==> config.mk <==
export PLATFORM = sky130hd
export DESIGN_NAME = gravity_result_tx
export DESIGN_NICKNAME = d
export VERILOG_FILES = /design/src/rtl/gravity_tx_pkg.sv /design/src/rtl/gravity_div_seq.sv /design/src/rtl/gravity_result_tx.sv
export SDC_FILE = /design/constraint.sdc
export NUM_CORES = 1
export LEC_CHECK = 0
export ABC_AREA = 1
export CAP_MARGIN = 20
export CORE_MARGIN = 4
export CORE_UTILIZATION = 45
export DETAILED_ROUTE_END_ITERATION = 8
export PLACE_DENSITY = 0.62
export SYNTH_ARGS = -nofsm -noshare
export SYNTH_HDL_FRONTEND = slang
export SYNTH_SLANG_ARGS = --single-unit
==> constraint.sdc <==
create_clock -name CCLK -period 3.6 [get_ports CCLK]
set_input_delay 0.72 -clock CCLK [delete_from_list [all_inputs] [get_ports CCLK]]
set_output_delay 0.72 -clock CCLK [all_outputs]
set_load 0.005 [all_outputs]
==> src/rtl/gravity_tx_pkg.sv <==
// Shared types and constants for the gravity result transmitter: state encoding,
// UART frame header, frame lengths and checksum width.
package gravity_tx_pkg;

    typedef enum logic [3:0] {
        ST_IDLE   = 4'd0,
        ST_LATCH  = 4'd1,
        ST_DIV_X  = 4'd2,
        ST_DIV_Y  = 4'd3,
        ST_RESULT = 4'd4,
        ST_LOAD   = 4'd5,
        ST_TX     = 4'd6,
        ST_DONE   = 4'd7
    } state_e;

    localparam logic [7:0] FRAME_HEADER    = 8'hA5;
    localparam int         FRAME_LEN_BASE  = 6;
    localparam int         FRAME_LEN_SUM_S = 9;
    localparam int         CHECKSUM_WIDTH  = 8;
    // start + 8 data + stop
    localparam int         UART_BITS       = 10;

endpackage

==> src/rtl/gravity_div_seq.sv <==
// Unsigned sequential restoring divider: one quotient bit per cycle, done pulses
// DIVIDEND_W cycles after start. The caller never issues a zero divisor.
module gravity_div_seq #(
    parameter int DIVIDEND_W = 28,
    parameter int DIVISOR_W  = 20
) (
    input  logic                  clk,
    input  logic                  rst_n,
    input  logic                  start_i,
    input  logic [DIVIDEND_W-1:0] dividend_i,
    input  logic [DIVISOR_W-1:0]  divisor_i,
    output logic                  busy_o,
    output logic                  done_o,
    output logic [DIVIDEND_W-1:0] quotient_o
);

    localparam int CNT_W = $clog2(DIVIDEND_W + 1);

    logic [DIVIDEND_W-1:0] quot_q;
    logic [DIVISOR_W-1:0]  rem_q;
    logic [CNT_W-1:0]      cnt_q;
    logic                  done_q;

    logic [DIVISOR_W:0]    shifted;
    logic                  fits;
    logic [DIVISOR_W-1:0]  rem_next;

    always_comb begin
        shifted  = {rem_q, quot_q[DIVIDEND_W-1]};
        fits     = shifted >= {1'b0, divisor_i};
        rem_next = fits ? DIVISOR_W'(shifted - {1'b0, divisor_i}) : shifted[DIVISOR_W-1:0];
    end

    // NOTE: sequential state uses non-blocking assignments so every register
    // samples the pre-edge values regardless of statement order.
    always_ff @(posedge clk or negedge rst_n) begin
        if (!rst_n) begin
            quot_q <= '0;
            rem_q  <= '0;
            cnt_q  <= '0;
            done_q <= 1'b0;
        end else if (start_i) begin
            quot_q <= dividend_i;
            rem_q  <= '0;
            cnt_q  <= CNT_W'(DIVIDEND_W);
            done_q <= 1'b0;
        end else if (cnt_q != '0) begin
            quot_q <= {quot_q[DIVIDEND_W-2:0], fits};
            rem_q  <= rem_next;
            cnt_q  <= cnt_q - CNT_W'(1);
            done_q <= (cnt_q == CNT_W'(1));
        end else begin
            done_q <= 1'b0;
        end
    end

    assign busy_o     = (cnt_q != '0);
    assign done_o     = done_q;
    assign quotient_o = quot_q;

endmodule

==> src/rtl/gravity_result_tx.sv <==
// Latches gravity sums on a start edge, divides to a saturated centroid and sends it
// as a UART frame while holding oBUSY. `GRAVITY_TX_SUM_S_EN appends the pixel count.
module gravity_result_tx
    import gravity_tx_pkg::*;
#(
    parameter int SUM_S_WIDTH  = 20,
    parameter int SUM_SX_WIDTH = 28,
    parameter int SUM_SY_WIDTH = 28,
    parameter int COORD_WIDTH  = 16,
    parameter int CLKS_PER_BIT = 868
) (
    input  logic                    CCLK,
    input  logic                    RST_N,
    input  logic                    iSTART_TRIG,
    input  logic [SUM_S_WIDTH-1:0]  iSUM_S,
    input  logic [SUM_SX_WIDTH-1:0] iSUM_SX,
    input  logic [SUM_SY_WIDTH-1:0] iSUM_SY,
    output logic                    oBUSY,
    output logic [COORD_WIDTH-1:0]  oCX,
    output logic [COORD_WIDTH-1:0]  oCY,
    output logic                    oVALID,
    output logic                    oNO_TARGET,
    output logic                    oTXD,
    output logic [3:0]              oSTATE
);

    localparam int DIV_W = (SUM_SX_WIDTH > SUM_SY_WIDTH) ? SUM_SX_WIDTH : SUM_SY_WIDTH;
    localparam int CW    = $clog2(CLKS_PER_BIT);
`ifdef GRAVITY_TX_SUM_S_EN
    localparam int FRAME_LEN = FRAME_LEN_SUM_S;
`else
    localparam int FRAME_LEN = FRAME_LEN_BASE;
`endif
    localparam logic [3:0] LAST_IDX = 4'(FRAME_LEN - 1);

    state_e                  state_q, state_d;
    logic                    trig_q;
    logic [SUM_S_WIDTH-1:0]  s_q, s_d;
    logic [SUM_SX_WIDTH-1:0] sx_q, sx_d;
    logic [SUM_SY_WIDTH-1:0] sy_q, sy_d;
    logic [DIV_W-1:0]        qx_q, qx_d, qy_q, qy_d;
    logic [COORD_WIDTH-1:0]  cx_q, cx_d, cy_q, cy_d;
    logic                    nt_q, nt_d, valid_q, valid_d, busy_q, busy_d;
    logic [3:0]              idx_q, idx_d, bit_q, bit_d;
    logic [UART_BITS-1:0]    shift_q, shift_d;
    logic [CW-1:0]           clk_q, clk_d;

    logic                    start_edge, div_start, div_busy, div_done;
    logic [DIV_W-1:0]        div_dividend, div_quot;
    logic [7:0]              tx_byte;
    logic [CHECKSUM_WIDTH-1:0] checksum;
    logic                    last_byte, stop_bit;
    logic [CW-1:0]           bit_end;

    function automatic logic [COORD_WIDTH-1:0] saturate(input logic [DIV_W-1:0] q);
        if ((q >> COORD_WIDTH) != '0) return '1;
        return q[COORD_WIDTH-1:0];
    endfunction

    assign start_edge   = iSTART_TRIG & ~trig_q;
    assign div_dividend = (state_q == ST_DIV_X) ? DIV_W'(sy_q) : DIV_W'(sx_q);

    gravity_div_seq #(
        .DIVIDEND_W(DIV_W),
        .DIVISOR_W (SUM_S_WIDTH)
    ) u_div (
        .clk       (CCLK),
        .rst_n     (RST_N),
        .start_i   (div_start),
        .dividend_i(div_dividend),
        .divisor_i (s_q),
        .busy_o    (div_busy),
        .done_o    (div_done),
        .quotient_o(div_quot)
    );

`ifdef GRAVITY_TX_SUM_S_EN
    logic [23:0] s_ext;
    assign s_ext = 24'(s_q);
`endif

    always_comb begin
        checksum = FRAME_HEADER + cx_q[15:8] + cx_q[7:0] + cy_q[15:8] + cy_q[7:0]
`ifdef GRAVITY_TX_SUM_S_EN
                 + s_ext[23:16] + s_ext[15:8] + s_ext[7:0]
`endif
                 ;
        case (idx_q)
            4'd0:    tx_byte = FRAME_HEADER;
            4'd1:    tx_byte = cx_q[15:8];
            4'd2:    tx_byte = cx_q[7:0];
            4'd3:    tx_byte = cy_q[15:8];
            4'd4:    tx_byte = cy_q[7:0];
`ifdef GRAVITY_TX_SUM_S_EN
            4'd5:    tx_byte = s_ext[23:16];
            4'd6:    tx_byte = s_ext[15:8];
            4'd7:    tx_byte = s_ext[7:0];
`endif
            default: tx_byte = checksum;
        endcase
    end

    // Between bytes LOAD holds the line high for one cycle, so that stop bit is
    // cut short by one cycle to keep it exactly one bit period.
    assign last_byte = (idx_q == LAST_IDX);
    assign stop_bit  = (bit_q == 4'(UART_BITS - 1));
    assign bit_end   = (stop_bit && !last_byte) ? CW'(CLKS_PER_BIT - 2) : CW'(CLKS_PER_BIT - 1);

    // NOTE: every signal driven here gets a default first, so no path can infer a latch.
    always_comb begin
        state_d   = state_q;
        s_d       = s_q;
        sx_d      = sx_q;
        sy_d      = sy_q;
        qx_d      = qx_q;
        qy_d      = qy_q;
        cx_d      = cx_q;
        cy_d      = cy_q;
        nt_d      = nt_q;
        valid_d   = 1'b0;
        busy_d    = busy_q;
        idx_d     = idx_q;
        bit_d     = bit_q;
        shift_d   = shift_q;
        clk_d     = clk_q;
        div_start = 1'b0;
        case (state_q)
            ST_IDLE: begin
                if (start_edge) begin
                    s_d     = iSUM_S;
                    sx_d    = iSUM_SX;
                    sy_d    = iSUM_SY;
                    state_d = ST_LATCH;
                end
            end
            ST_LATCH: begin
                busy_d = 1'b1;
                if (s_q == '0) begin
                    qx_d    = '1;
                    qy_d    = '1;
                    state_d = ST_RESULT;
                end else if (!div_busy) begin
                    div_start = 1'b1;
                    state_d   = ST_DIV_X;
                end
            end
            ST_DIV_X: begin
                if (div_done) begin
                    qx_d      = div_quot;
                    div_start = 1'b1;
                    state_d   = ST_DIV_Y;
                end
            end
            ST_DIV_Y: begin
                if (div_done) begin
                    qy_d    = div_quot;
                    state_d = ST_RESULT;
                end
            end
            ST_RESULT: begin
                cx_d    = saturate(qx_q);
                cy_d    = saturate(qy_q);
                nt_d    = (s_q == '0);
                valid_d = 1'b1;
                idx_d   = '0;
                state_d = ST_LOAD;
            end
            ST_LOAD: begin
                shift_d = {1'b1, tx_byte, 1'b0};
                bit_d   = '0;
                clk_d   = '0;
                state_d = ST_TX;
            end
            ST_TX: begin
                if (clk_q == bit_end) begin
                    clk_d = '0;
                    if (stop_bit) begin
                        idx_d = idx_q + 4'd1;
                        if (last_byte) begin
                            busy_d  = 1'b0;
                            state_d = ST_DONE;
                        end else begin
                            state_d = ST_LOAD;
                        end
                    end else begin
                        bit_d   = bit_q + 4'd1;
                        shift_d = {1'b0, shift_q[UART_BITS-1:1]};
                    end
                end else begin
                    clk_d = clk_q + CW'(1);
                end
            end
            ST_DONE:  state_d = ST_IDLE;
            default:  state_d = ST_IDLE;
        endcase
    end

    always_ff @(posedge CCLK or negedge RST_N) begin
        if (!RST_N) begin
            state_q <= ST_IDLE;
            trig_q  <= 1'b0;
            s_q     <= '0;
            sx_q    <= '0;
            sy_q    <= '0;
            qx_q    <= '0;
            qy_q    <= '0;
            cx_q    <= '0;
            cy_q    <= '0;
            nt_q    <= 1'b0;
            valid_q <= 1'b0;
            busy_q  <= 1'b0;
            idx_q   <= '0;
            bit_q   <= '0;
            shift_q <= '0;
            clk_q   <= '0;
        end else begin
            state_q <= state_d;
            trig_q  <= iSTART_TRIG;
            s_q     <= s_d;
            sx_q    <= sx_d;
            sy_q    <= sy_d;
            qx_q    <= qx_d;
            qy_q    <= qy_d;
            cx_q    <= cx_d;
            cy_q    <= cy_d;
            nt_q    <= nt_d;
            valid_q <= valid_d;
            busy_q  <= busy_d;
            idx_q   <= idx_d;
            bit_q   <= bit_d;
            shift_q <= shift_d;
            clk_q   <= clk_d;
        end
    end

    assign oBUSY      = busy_q;
    assign oCX        = cx_q;
    assign oCY        = cy_q;
    assign oVALID     = valid_q;
    assign oNO_TARGET = nt_q;
    assign oTXD       = (state_q == ST_TX) ? shift_q[0] : 1'b1;
    assign oSTATE     = state_q;

endmodule

==> impl_metrics.py <==
metrics = {
    "place": {
        "gp_congestion": 0.873,
        "dpl.cell_count": 2154,
        "dpl.hpwl_um": 23300,
        "portBuffers": 117,
    },
    "drt": {
        "ant_nets": 0,
        "drt_iter0_drc": 731,
        "post_drt_via_cell_ratio": 5.00,
        "dr_total_vias": 11000,
        "wirelength_um": 32100,
        "drc": 0,
        "first_pass_iters": 5,
        "wl_per_cell_um": 14.5,
    },
    "grt": {
        "grt_pass1_vias": 10700,
        "antenna_found_initial": 0,
        "grt_util_all_layers_pct": 19.4,
        "grt_pass1_wl_um": 54500,
        "grt-ovfl-total": 0,
        "grt_max_degree": 81,
    },
    "clock_network": {
        "h-tree-depth": 1,
        "postCtsSetupBuffers": 0,
        "clock_latency_ns": 0.56,
        "numClockSinks": 253,
        "cts_hold_buf": 0,
        "clockRootBuffer": "clkbuf_16",
        "cts_tree": "yes",
        "clk_pin_slew_worst_paths_ns": 0.06,
        "cts_buffer_depth": 3,
        "numCtsBuffers": 29,
        "ctsResizeCount": 0,
    },
    "status": {
        "outcome": "finished clean",
    },
    "timing": {
        "hold_violations": 0,
        "finClkSkew_ns": 0.0119,
        "worst_slew_pin_slew_ns": 0.833,
        "final-max-slew-violation-count": 0,
        "period_share_pct": 91.7,
        "clock.fmax_mhz": 303,
        "setup_violations": 0,
        "maxSlewHeadroom_pct": 44.4,
        "rsz0062_at_grt": "no",
        "min_period_ns": 3.30,
        "setup_tns_ns": 0,
    },
    "synth": {
        "synth_fp_nets": 1826,
        "seq_area_frac_synth_pct": 46.3,
        "synth_area_leaders": "dfrtp_1 46%, nand2_1 13%, inv_1 6.5%, mux2_2 4.7%, o21ai_0 4.5%",
        "synth_seq_cells": 253,
        "yosysMostFrequentCell": "nand2_1",
        "synth_edf_count": 0,
        "synth.largest_area_cell": "dfrtp_1",
        "syn_area_sq_mm": 0.0137,
        "syn-instance-count": 1689,
        "async_reset_ff_share_pct": 100,
        "yosys_warnings": 0,
        "synth.top_cell.area_share_pct": 46.3,
        "ys_top_cells_by_count": "459 x nand2_1, 253 x dfrtp_1, 237 x inv_1",
        "avgSynthCellArea_sq_um": 8.10,
        "ys.flop_type": "dfrtp_1",
        "synthDistinctLibCells": 45,
    },
    "floorplanning": {
        "chipHeight_um": 182,
        "core_sq_mm": 0.0298,
        "start_util_pct": 45.9,
        "die_w_um": 182,
        "num_io_pins": 119,
        "dieArea_sq_mm": 0.0333,
        "row_count": 63,
    },
    "setup_path": {
        "crit_fanout": 3,
        "cp-start-kind": "flop",
        "r2r_slack_ns": 0.30,
        "arrival_ns": 3.74,
        "end_kind": "flop",
        "criticalPathCategory": "reg -> reg",
        "crit_required_ns": 4.04,
    },
    "job": {
        "maxCapViolCount": 0,
    },
    "final_layout": {
        "nets": 1932,
        "antenna_cells": 0,
        "drive_above_1_share_pct": 8.20,
        "syn_to_final_growth_pct": 18.7,
        "fin_cells": 2207,
    },
    "min_path": {
        "hold_class": "in -> async",
    },
    "pwr": {
        "leakagePower_nw": 7.88,
        "peakVddDrop_v": 0.000680,
        "p_per_area_mw_per_mm2": 989,
    },
}
-- through the flow --
| step | util, % | worst slack [ns] | area (sq um) | hold WS, ns | total power [mW] |
|---|---|---|---|---|---|
| floorplan | - | 0.422 | 13700 | 0.424 | 10.9 |
| global placement | 51.2 | 0.323 | 15200 | 0.460 | 12.9 |
| detailed placement | 51.2 | 0.293 | 15200 | 0.462 | 13.1 |
| CTS | 54.5 | 0.284 | 16200 | 0.164 | 16.2 |
| global route | 54.5 | 0.0628 | 16200 | 0.184 | 17.7 |
| finish | 54.5 | 0.299 | 16200 | 0.148 | 16.1 |
-- placed cells by master (no fill, tap or decap), types with 12 or more instances in the layout --
| master | instances |
|---|---|
| nor2_1 | 106 |
| dfrtp_1 | 253 |
| xor2_1 | 14 |
| nand2_1 | 459 |
| o22ai_1 | 12 |
| clkdlybuf4s50_1 | 116 |
| nand4_1 | 21 |
| a21oi_1 | 45 |
| buf_4 | 15 |
| inv_1 | 237 |
| mux2_2 | 57 |
| ha_1 | 44 |
| fa_1 | 14 |
| nor3_1 | 12 |
| clkbuf_16 | 29 |
| o21ai_0 | 124 |
| nand3_1 | 120 |
| o21ai_1 | 52 |
-- layer usage --
metal	global-route usage, %	part of all wire, %	routed length, um
met5	0	0	0
met2	29.2	42	13600
met3	2.55	4.5	1430
met1	30.0	51	16400
met4	4.26	1.9	621
-- critical path, cell delays in order (launching register included) --
cell and delay [ns]:
dfrtp_1 0.37, inv_1 0.08, fa_1 0.53, inv_1 0.05, fa_1 0.45, ha_1 0.31, ha_1 0.24, fa_1 0.43
nand3_1 0.09, nand2_1 0.06, or2_2 0.27, nand3_1 0.08, nand4_1 0.07, o211ai_1 0.09, nand2_1 0.06
-- state kept, by name, summed over array words and instances (netlist names), 3 cells and up --
register and count:
idx_q 4, sy_q 28, oCY 16, u_div.cnt_q 5, u_div.rem_q 20, qx_q 28
qy_q 28, clk_q 10, bit_q 4, u_div.quotient_o 28, oCX 16, s_q 20
oSTATE 3, sx_q 28, shift_q 10
-- final timing paths --
kind,from,end,depth (start not counted)
min in group CCLK,shift_q[0],shift_q[0],2
setup / recovery,oCX[1],shift_q[6],14
hold reg to reg,shift_q[0],shift_q[0],2
setup reg to reg,oCX[1],shift_q[6],14
max in group asynchronous,RST_N,s_q[12],2
hold / removal,RST_N,clk_q[6],1
-- power breakdown --
part	total, mW	switching (mW)	internal (mW)
Clock	3.04	1.18	1.86
Sequential	5.00	0.869	4.13
Combinational	8.03	4.73	3.30
-- cell families after synthesis --
family | Yosys count | synth area share (%)
other | 1 | 0.0274
adders and majority gates | 58 | 6.07
muxes | 57 | 4.69
DFF | 253 | 46.3
xor gates and xnor gates | 24 | 1.54
AOI/OAI and AO/OA | 246 | 9.35
buffers and inverters | 304 | 9.04
and+or+nand+nor | 746 | 23.0
-- cell type report --
cell class	instances	area (sq um)
clock buffers	42	855
well taps	390	488
clock inverters	11	151
fillers	2765	13500
flip-flops and latches	253	6330
inverters	243	912
multi-input cells	1132	6140
repair buffers	136	1370
Power figures use the tool's default switching activity.
